--- config.mk ---
export PLATFORM = sky130hd
export DESIGN_NAME = chrono_core
export DESIGN_NICKNAME = d
export VERILOG_FILES = /design/src/rtl/chrono_pkg.sv /design/src/rtl/chrono_key_debounce.sv /design/src/rtl/chrono_core.sv
export SDC_FILE = /design/constraint.sdc
export NUM_CORES = 1
export LEC_CHECK = 0
export BUFFER_PORTS_ARGS = -buffer_cell sky130_fd_sc_hd__buf_4
export CAP_MARGIN = 40
export CORE_MARGIN = 2
export CORE_UTILIZATION = 60
export CTS_CLUSTER_SIZE = 8
export DETAILED_ROUTE_END_ITERATION = 7
export GPL_TIMING_DRIVEN = 0
export PLACE_DENSITY = 0.77
export SYNTH_ARGS = -nofsm -noshare
export SYNTH_HDL_FRONTEND = slang
export SYNTH_SLANG_ARGS = --single-unit
--- constraint.sdc ---
create_clock -name CLOCK_50 -period 5.1 [get_ports CLOCK_50]
set_input_delay 1.53 -clock CLOCK_50 [delete_from_list [all_inputs] [get_ports CLOCK_50]]
set_output_delay 1.53 -clock CLOCK_50 [all_outputs]
set_load 0.01 [all_outputs]
--- src/rtl/chrono_pkg.sv ---
// chrono_pkg: shared FSM state type and BCD digit limits for the chrono core.
package chrono_pkg;
    typedef enum logic [1:0] {IDLE, RUN, PAUSE, DONE} state_e;
    localparam logic [3:0] BCD_MAX9 = 4'd9;
    localparam logic [3:0] BCD_MAX6 = 4'd5;
endpackage

--- src/rtl/chrono_key_debounce.sv ---
// key_debounce: synchronises an active-low raw key, debounces it and emits one pulse per accepted press.
module key_debounce #(
    parameter int DEBOUNCE_CYC = 500_000
) (
    input  logic clk_i,
    input  logic rst_ni,
    input  logic key_ni,
    output logic press_o
);
    localparam int CW = $clog2(DEBOUNCE_CYC + 1);
    logic sync1_q, sync2_q, stable_q, stable_d, press_q, press_d;
    logic [CW-1:0] cnt_q, cnt_d;
    always_comb begin
        stable_d = stable_q;
        press_d  = 1'b0;
        cnt_d    = (sync2_q != stable_q) ? cnt_q + 1'b1 : '0;
        if (sync2_q != stable_q && cnt_q == CW'(DEBOUNCE_CYC - 1)) begin
            stable_d = sync2_q;
            press_d  = !sync2_q;
            cnt_d    = '0;
        end
    end
    // Idle level of the key is high, so reset to "released" to avoid a spurious press.
    always_ff @(posedge clk_i or negedge rst_ni) begin
        if (!rst_ni) begin
            {sync1_q, sync2_q, stable_q} <= 3'b111;
            cnt_q   <= '0;
            press_q <= 1'b0;
        end else begin
            {sync1_q, sync2_q} <= {key_ni, sync1_q};
            stable_q <= stable_d;
            cnt_q    <= cnt_d;
            press_q  <= press_d;
        end
    end
    assign press_o = press_q;
endmodule

--- src/rtl/chrono_core.sv ---
// chrono_core: N-digit BCD stopwatch/countdown timer with run/pause/done FSM, lap hold and expiry.
module chrono_core
    import chrono_pkg::*;
#(
    parameter int NUM_DIGITS = 4,
    parameter int CLK_HZ = 50_000_000,
    parameter int TICK_HZ = 100,
    parameter logic [NUM_DIGITS-1:0] MOD6_MASK = NUM_DIGITS'(4'b1000),
    parameter int DEBOUNCE_CYC = 500_000
) (
    input  logic CLOCK_50,
    input  logic RESET_N,
    input  logic key_ss_n,
    input  logic key_lap_n,
    input  logic mode_timer,
    input  logic preset_load,
    input  logic [4*NUM_DIGITS-1:0] preset_bcd,
    output logic [4*NUM_DIGITS-1:0] digits_bcd,
    output logic running,
    output logic lap_active,
    output logic expired,
    output logic overflow,
    output logic mode_led
);
    localparam int DIV = CLK_HZ / TICK_HZ;
    localparam int PW = $clog2(DIV);
    localparam int W = 4 * NUM_DIGITS;
    state_e state_q, state_d;
    logic [PW-1:0] pre_q, pre_d;
    logic [W-1:0] cnt_q, cnt_d, lap_val_q, lap_val_d, inc_v, dec_v, clamp_v;
    logic lap_q, lap_d, ovf_q, ovf_d, mode_q, mode_d, expired_q, expired_d;
    logic ss_p, lap_p, tick, cfg, load, all_zero;
    logic [NUM_DIGITS-1:0] is_max, is_zero, cin, bin;

    key_debounce #(.DEBOUNCE_CYC(DEBOUNCE_CYC)) u_ss (
        .clk_i(CLOCK_50), .rst_ni(RESET_N), .key_ni(key_ss_n), .press_o(ss_p));
    key_debounce #(.DEBOUNCE_CYC(DEBOUNCE_CYC)) u_lap (
        .clk_i(CLOCK_50), .rst_ni(RESET_N), .key_ni(key_lap_n), .press_o(lap_p));

    // Carry/borrow into a digit is the AND of the lower digits' max/zero flags, so no ripple loop.
    for (genvar i = 0; i < NUM_DIGITS; i++) begin : g_dig
        localparam logic [3:0] MX = MOD6_MASK[i] ? BCD_MAX6 : BCD_MAX9;
        logic [3:0] d, p;
        assign d = cnt_q[4*i +: 4];
        assign p = preset_bcd[4*i +: 4];
        assign is_max[i]  = d == MX;
        assign is_zero[i] = d == 4'd0;
        if (i == 0) begin : g_lsd
            assign cin[i] = 1'b1;
            assign bin[i] = 1'b1;
        end else begin : g_up
            assign cin[i] = &is_max[i-1:0];
            assign bin[i] = &is_zero[i-1:0];
        end
        assign inc_v[4*i +: 4]   = cin[i] ? (is_max[i] ? 4'd0 : d + 4'd1) : d;
        assign dec_v[4*i +: 4]   = bin[i] ? (is_zero[i] ? MX : d - 4'd1) : d;
        assign clamp_v[4*i +: 4] = p > MX ? MX : p;
    end

    assign cfg      = state_q == IDLE || state_q == DONE;
    assign load     = cfg && preset_load;
    assign tick     = state_q == RUN && pre_q == PW'(DIV - 1);
    assign all_zero = &is_zero;

    always_comb begin
        state_d   = state_q;
        cnt_d     = cnt_q;
        ovf_d     = ovf_q;
        pre_d     = pre_q;
        lap_d     = lap_q;
        lap_val_d = lap_val_q;
        mode_d    = cfg ? mode_timer : mode_q;
        if (state_q == RUN) pre_d = tick ? '0 : pre_q + 1'b1;
        if (tick) begin
            cnt_d = mode_q ? (all_zero ? cnt_q : dec_v) : inc_v;
            if (!mode_q && &is_max) ovf_d = 1'b1;
        end
        if (load) cnt_d = clamp_v;
        case (state_q)
            IDLE: if (ss_p && !(mode_q && all_zero)) begin
                state_d = RUN;
                pre_d   = '0;
            end
            RUN: if (ss_p) state_d = PAUSE;
                 else if (tick && mode_q && cnt_d == '0) state_d = DONE;
            PAUSE: if (ss_p) state_d = RUN;
                   else if (lap_p) begin
                       state_d = IDLE;
                       cnt_d   = '0;
                       ovf_d   = 1'b0;
                   end
            DONE: if (ss_p || lap_p || preset_load) state_d = IDLE;
            default: state_d = IDLE;
        endcase
        if (state_q == RUN && lap_p && !ss_p) begin
            lap_d = !lap_q;
            if (!lap_q) lap_val_d = cnt_q;
        end
        if (state_d != RUN) lap_d = 1'b0;
        expired_d = state_q == RUN && state_d == DONE;
    end

    always_ff @(posedge CLOCK_50 or negedge RESET_N) begin
        if (!RESET_N) begin
            state_q   <= IDLE;
            pre_q     <= '0;
            cnt_q     <= '0;
            lap_val_q <= '0;
            lap_q     <= 1'b0;
            ovf_q     <= 1'b0;
            mode_q    <= 1'b0;
            expired_q <= 1'b0;
        end else begin
            state_q   <= state_d;
            pre_q     <= pre_d;
            cnt_q     <= cnt_d;
            lap_val_q <= lap_val_d;
            lap_q     <= lap_d;
            ovf_q     <= ovf_d;
            mode_q    <= mode_d;
            expired_q <= expired_d;
        end
    end

    assign digits_bcd = lap_q ? lap_val_q : cnt_q;
    assign running    = state_q == RUN;
    assign lap_active = lap_q;
    assign expired    = expired_q;
    assign overflow   = ovf_q;
    assign mode_led   = mode_q;
endmodule
==> out/summary.md <==
Run status
* finished clean — run status

Worst hold path
* u_ss.sync1_q$_DFF_PN1_ — Worst Min Path Start
* u_ss.sync2_q$_DFF_PN1_ — end of the worst hold path
* register to register — classification of the worst-slack hold path
* 0 — Hold Path Depth

Place
* 0.967 — routability-driven placement congestion ratio
* 11,500 µm — final HPWL from detailed placement
* 42 — port buffer count
* 843 — number of cells after detailed placement

Global route
* 5,325 — vias in the first global route
* 29.8% — total routing resource utilization after global routing
* 73 — maximum number of pins on one net before global-route repair
* 0 — number of antenna violations at the first check in global routing
* 26,200 µm — global-route wire length before repair
* 0 — grt total ovfl

STA
* 55.5% — max-slew headroom at the worst pin
* 0 — number of slew-limit violations in the final report
* 0 — final setup violating endpoints
* 0.0133 ns — largest clock skew in the final design
* false — RSZ-0062 raised after global routing
* 0.662 ns — slew at the pin closest to its max-slew limit
* 4.27 ns — post-route minimum period
* 0 ns — Setup Total Neg Slack
* 0 — Hold Fails Final Rpt
* 83.7% — final clock period utilization by the worst path
* 0.361 ns — Worst Hold Slack
* 234 MHz — FMAX

Finish
* 101 x sky130_fd_sc_hd__nor2_1, 97 x sky130_fd_sc_hd__dfrtp_1, 55 x sky130_fd_sc_hd__nand2_1 — most frequent cells in the layout
* 11.4% — layout overhead on the synthesized area
* 18.0% — proportion of layout cells with a drive suffix above 1
* 772 — filler instances
* 859 — number of standard cells in the final layout excluding fillers
* 0 — ant diodes
* 751 — layout net count
* sky130_fd_sc_hd__nor2_1 — leading cell type in the layout, fill and taps excluded

Synth
* 77 — count of different cell masters after synthesis
* 103 — total of flip-flops plus latches after synthesis
* 42.0% — sequential-to-total area share from yosys stat
* sky130_fd_sc_hd__dfrtp_1 — main flop type after synthesis
* 667 — post-synthesis instance total
* 0 — Post-synth EDFFs
* 6150 µm² — synthesized area
* 0 — Syn. warnings
* 100% — asr flop ratio synth
* 9.22 µm² — Synth Area per Inst
* 697 — Mapped Nets

Route
* 5,308 — Vias
* 0 — Antenna Nets Post-Route
* 5 — total iterations of the first detailed-routing run
* 15,800 µm — Detailed Route WL
* 375 — starting DRC count in detailed routing
* 6.18 — via count normalized by instance count
* 18.4 µm — Routed wire per std cell
* 0 — remaining routing DRC violations

Die
* 105 µm — Chip Height
* 36 — placement row count
* 11,100 µm² — die area
* 105 µm — die width
* 9860 µm² — Floorplan Core Area
* 43 — I/O pin cnt
* 62.3% — initial standard-cell utilization of the core

CTS
* 3 — count of H-tree levels built during CTS
* 0.10 ns — Reg clk slew, reported paths
* done — CTS tree
* 9 — CTS Buf Count
* 0 — Hold-fix buffers, CTS
* sky130_fd_sc_hd__clkbuf_8 — root buf cell
* 103 — Sink Count
* 0.38 ns — worst-skew pair later-pin latency
* 0 — number of gates given a new drive strength after cts
* 2 — buffers from clock root to sink, at most
* 0 — post-CTS setup repair buffer count

Critical path
* state_q[0]$_DFF_PN0_ — reg2reg start
* 5.41 ns — Required @ worst endpoint
* 10 — worst-path fanout max
* input port to register — class of the most critical setup path
* 11 — depth of the worst register-to-register path
* 4.58 ns — critical path data arrival time
* register — critical path capture point type
* 1.15 ns — register-to-register setup slack
* expired$_DFF_PN0_ — reg-to-reg critical path endpoint
* input port — startpoint types

Flow run
* 0 — max capacitance violation total

Power and ir drop
* 210 nW/µm² — power per cell area
* 273 µV — peak ir drop on the vdd network
* 2.94 nW — leakage

## registers in the layout (all words and copies together) (netlist names), 2 cells and up
| name | flops |
|---|---|
| pre_q | 19 |
| u_ss.cnt_q | 19 |
| cnt_q | 16 |
| lap_val_q | 16 |
| u_lap.cnt_q | 19 |
| state_q | 2 |
## where the power goes
| part | switching (mW) | internal, mW | total (mW) |
|---|---|---|---|
| combinational | 0.0645 | 0.0392 | 0.104 |
| clock | 0.303 | 0.198 | 0.501 |
| sequential | 0.00858 | 0.826 | 0.835 |
| total | 0.376 | 1.06 | 1.44 |
## final cells by class
cell class                 count  area, µm²  area share, %
buffer                        36        173           2.52
clock buffer                  10        138           2.01
clock inverter                 6       56.3          0.822
inverter                      14       52.6          0.767
multi-input combinational    514       3340           48.7
sequential                   103       2580           37.7
tap                          133        166           2.43
timing repair buffer          43        343           5.00
## per-layer routing
metal	up-vias	track usage (%)	part of all wire, %
met2	224	48.2	47
met3	49	7.61	7.8
met5	-	0	0
met4	0	12.9	3.6
met1	2553	38.0	42
li1	2482	-	-
## Yosys cell counts (all sizes together), types with 3 or more instances
| master | n | share of area [%] |
|---|---|---|
| nand2b | 12 | 1.2 |
| clkbuf | 23 | 1.4 |
| or4 | 9 | 1.3 |
| a41oi | 3 | 0.43 |
| nand4b | 4 | 0.57 |
| xor2 | 33 | 4.7 |
| inv | 14 | 0.85 |
| o22ai | 3 | 0.31 |
| xnor2 | 19 | 2.7 |
| and4 | 6 | 0.85 |
| mux2i | 5 | 0.81 |
| nor3 | 14 | 1.1 |
| buf | 13 | 1.4 |
| nand4 | 14 | 1.4 |
| nand2 | 56 | 3.5 |
| and3 | 12 | 1.3 |
| a31oi | 7 | 0.71 |
| nor3b | 5 | 0.69 |
| nor2b | 7 | 0.71 |
| mux2 | 33 | 6.0 |
| or3 | 6 | 0.61 |
| nor4 | 11 | 1.6 |
| a211oi | 6 | 0.90 |
| a221o | 3 | 0.49 |
| a21oi | 19 | 1.8 |
| or2 | 3 | 0.35 |
| nand3 | 41 | 3.3 |
| o41ai | 3 | 0.55 |
| nor2 | 103 | 6.4 |
| dfstp | 6 | 2.6 |
| a21o | 3 | 0.37 |
| dfrtp | 97 | 39 |
| o21ai | 21 | 1.7 |
| and2 | 6 | 0.61 |
| o211ai | 3 | 0.37 |
| o31ai | 4 | 0.49 |
| ha | 8 | 1.6 |
## worst max-delay path: stages
cell                       delay [ns]
sky130_fd_sc_hd__buf_4           0.12
sky130_fd_sc_hd__nand2b_1        0.28
sky130_fd_sc_hd__clkbuf_1        0.46
sky130_fd_sc_hd__buf_1           0.53
sky130_fd_sc_hd__nor3b_1         0.10
sky130_fd_sc_hd__a211oi_1        0.30
sky130_fd_sc_hd__nand4_1         0.24
sky130_fd_sc_hd__or4_4           0.62
sky130_fd_sc_hd__a21oi_4         0.16
sky130_fd_sc_hd__and4_1          0.23
## cell families after synthesis
group / Yosys count / share of synthesized area, %
buf+inv: 50 / 3.66
simple gates: 316 / 26.7
mux: 38 / 6.86
compound gates: 100 / 11.8
fa+ha+maj: 8 / 1.63
flops: 103 / 42.0
xor+xnor: 52 / 7.41
## metrics by stage
stage / instance area (µm²) / total power, mW / utilization [%] / setup slack (ns)
after CTS: 6850 / 1.45 / 69.5 / 0.945
after detailed placement: 6660 / 0.953 / 67.5 / 0.542
after floorplan: 6150 / 0.902 / - / 1.54
final: 6850 / 1.44 / 69.5 / 0.829
after global routing: 6850 / 1.49 / 69.5 / 0.673
after global placement: 6630 / 0.947 / 67.2 / 0.519
## worst max-delay path by stage
stage	start	end	slack [ns]
floorplan	preset_load	expired$_DFF_PN0_	1.54
global placement	preset_load	expired$_DFF_PN0_	0.52
detailed placement	preset_load	expired$_DFF_PN0_	0.54
CTS	preset_load	expired$_DFF_PN0_	0.95
global route	preset_load	expired$_DFF_PN0_	0.67
finish	preset_load	expired$_DFF_PN0_	0.83
Power figures use the tool's default switching activity.
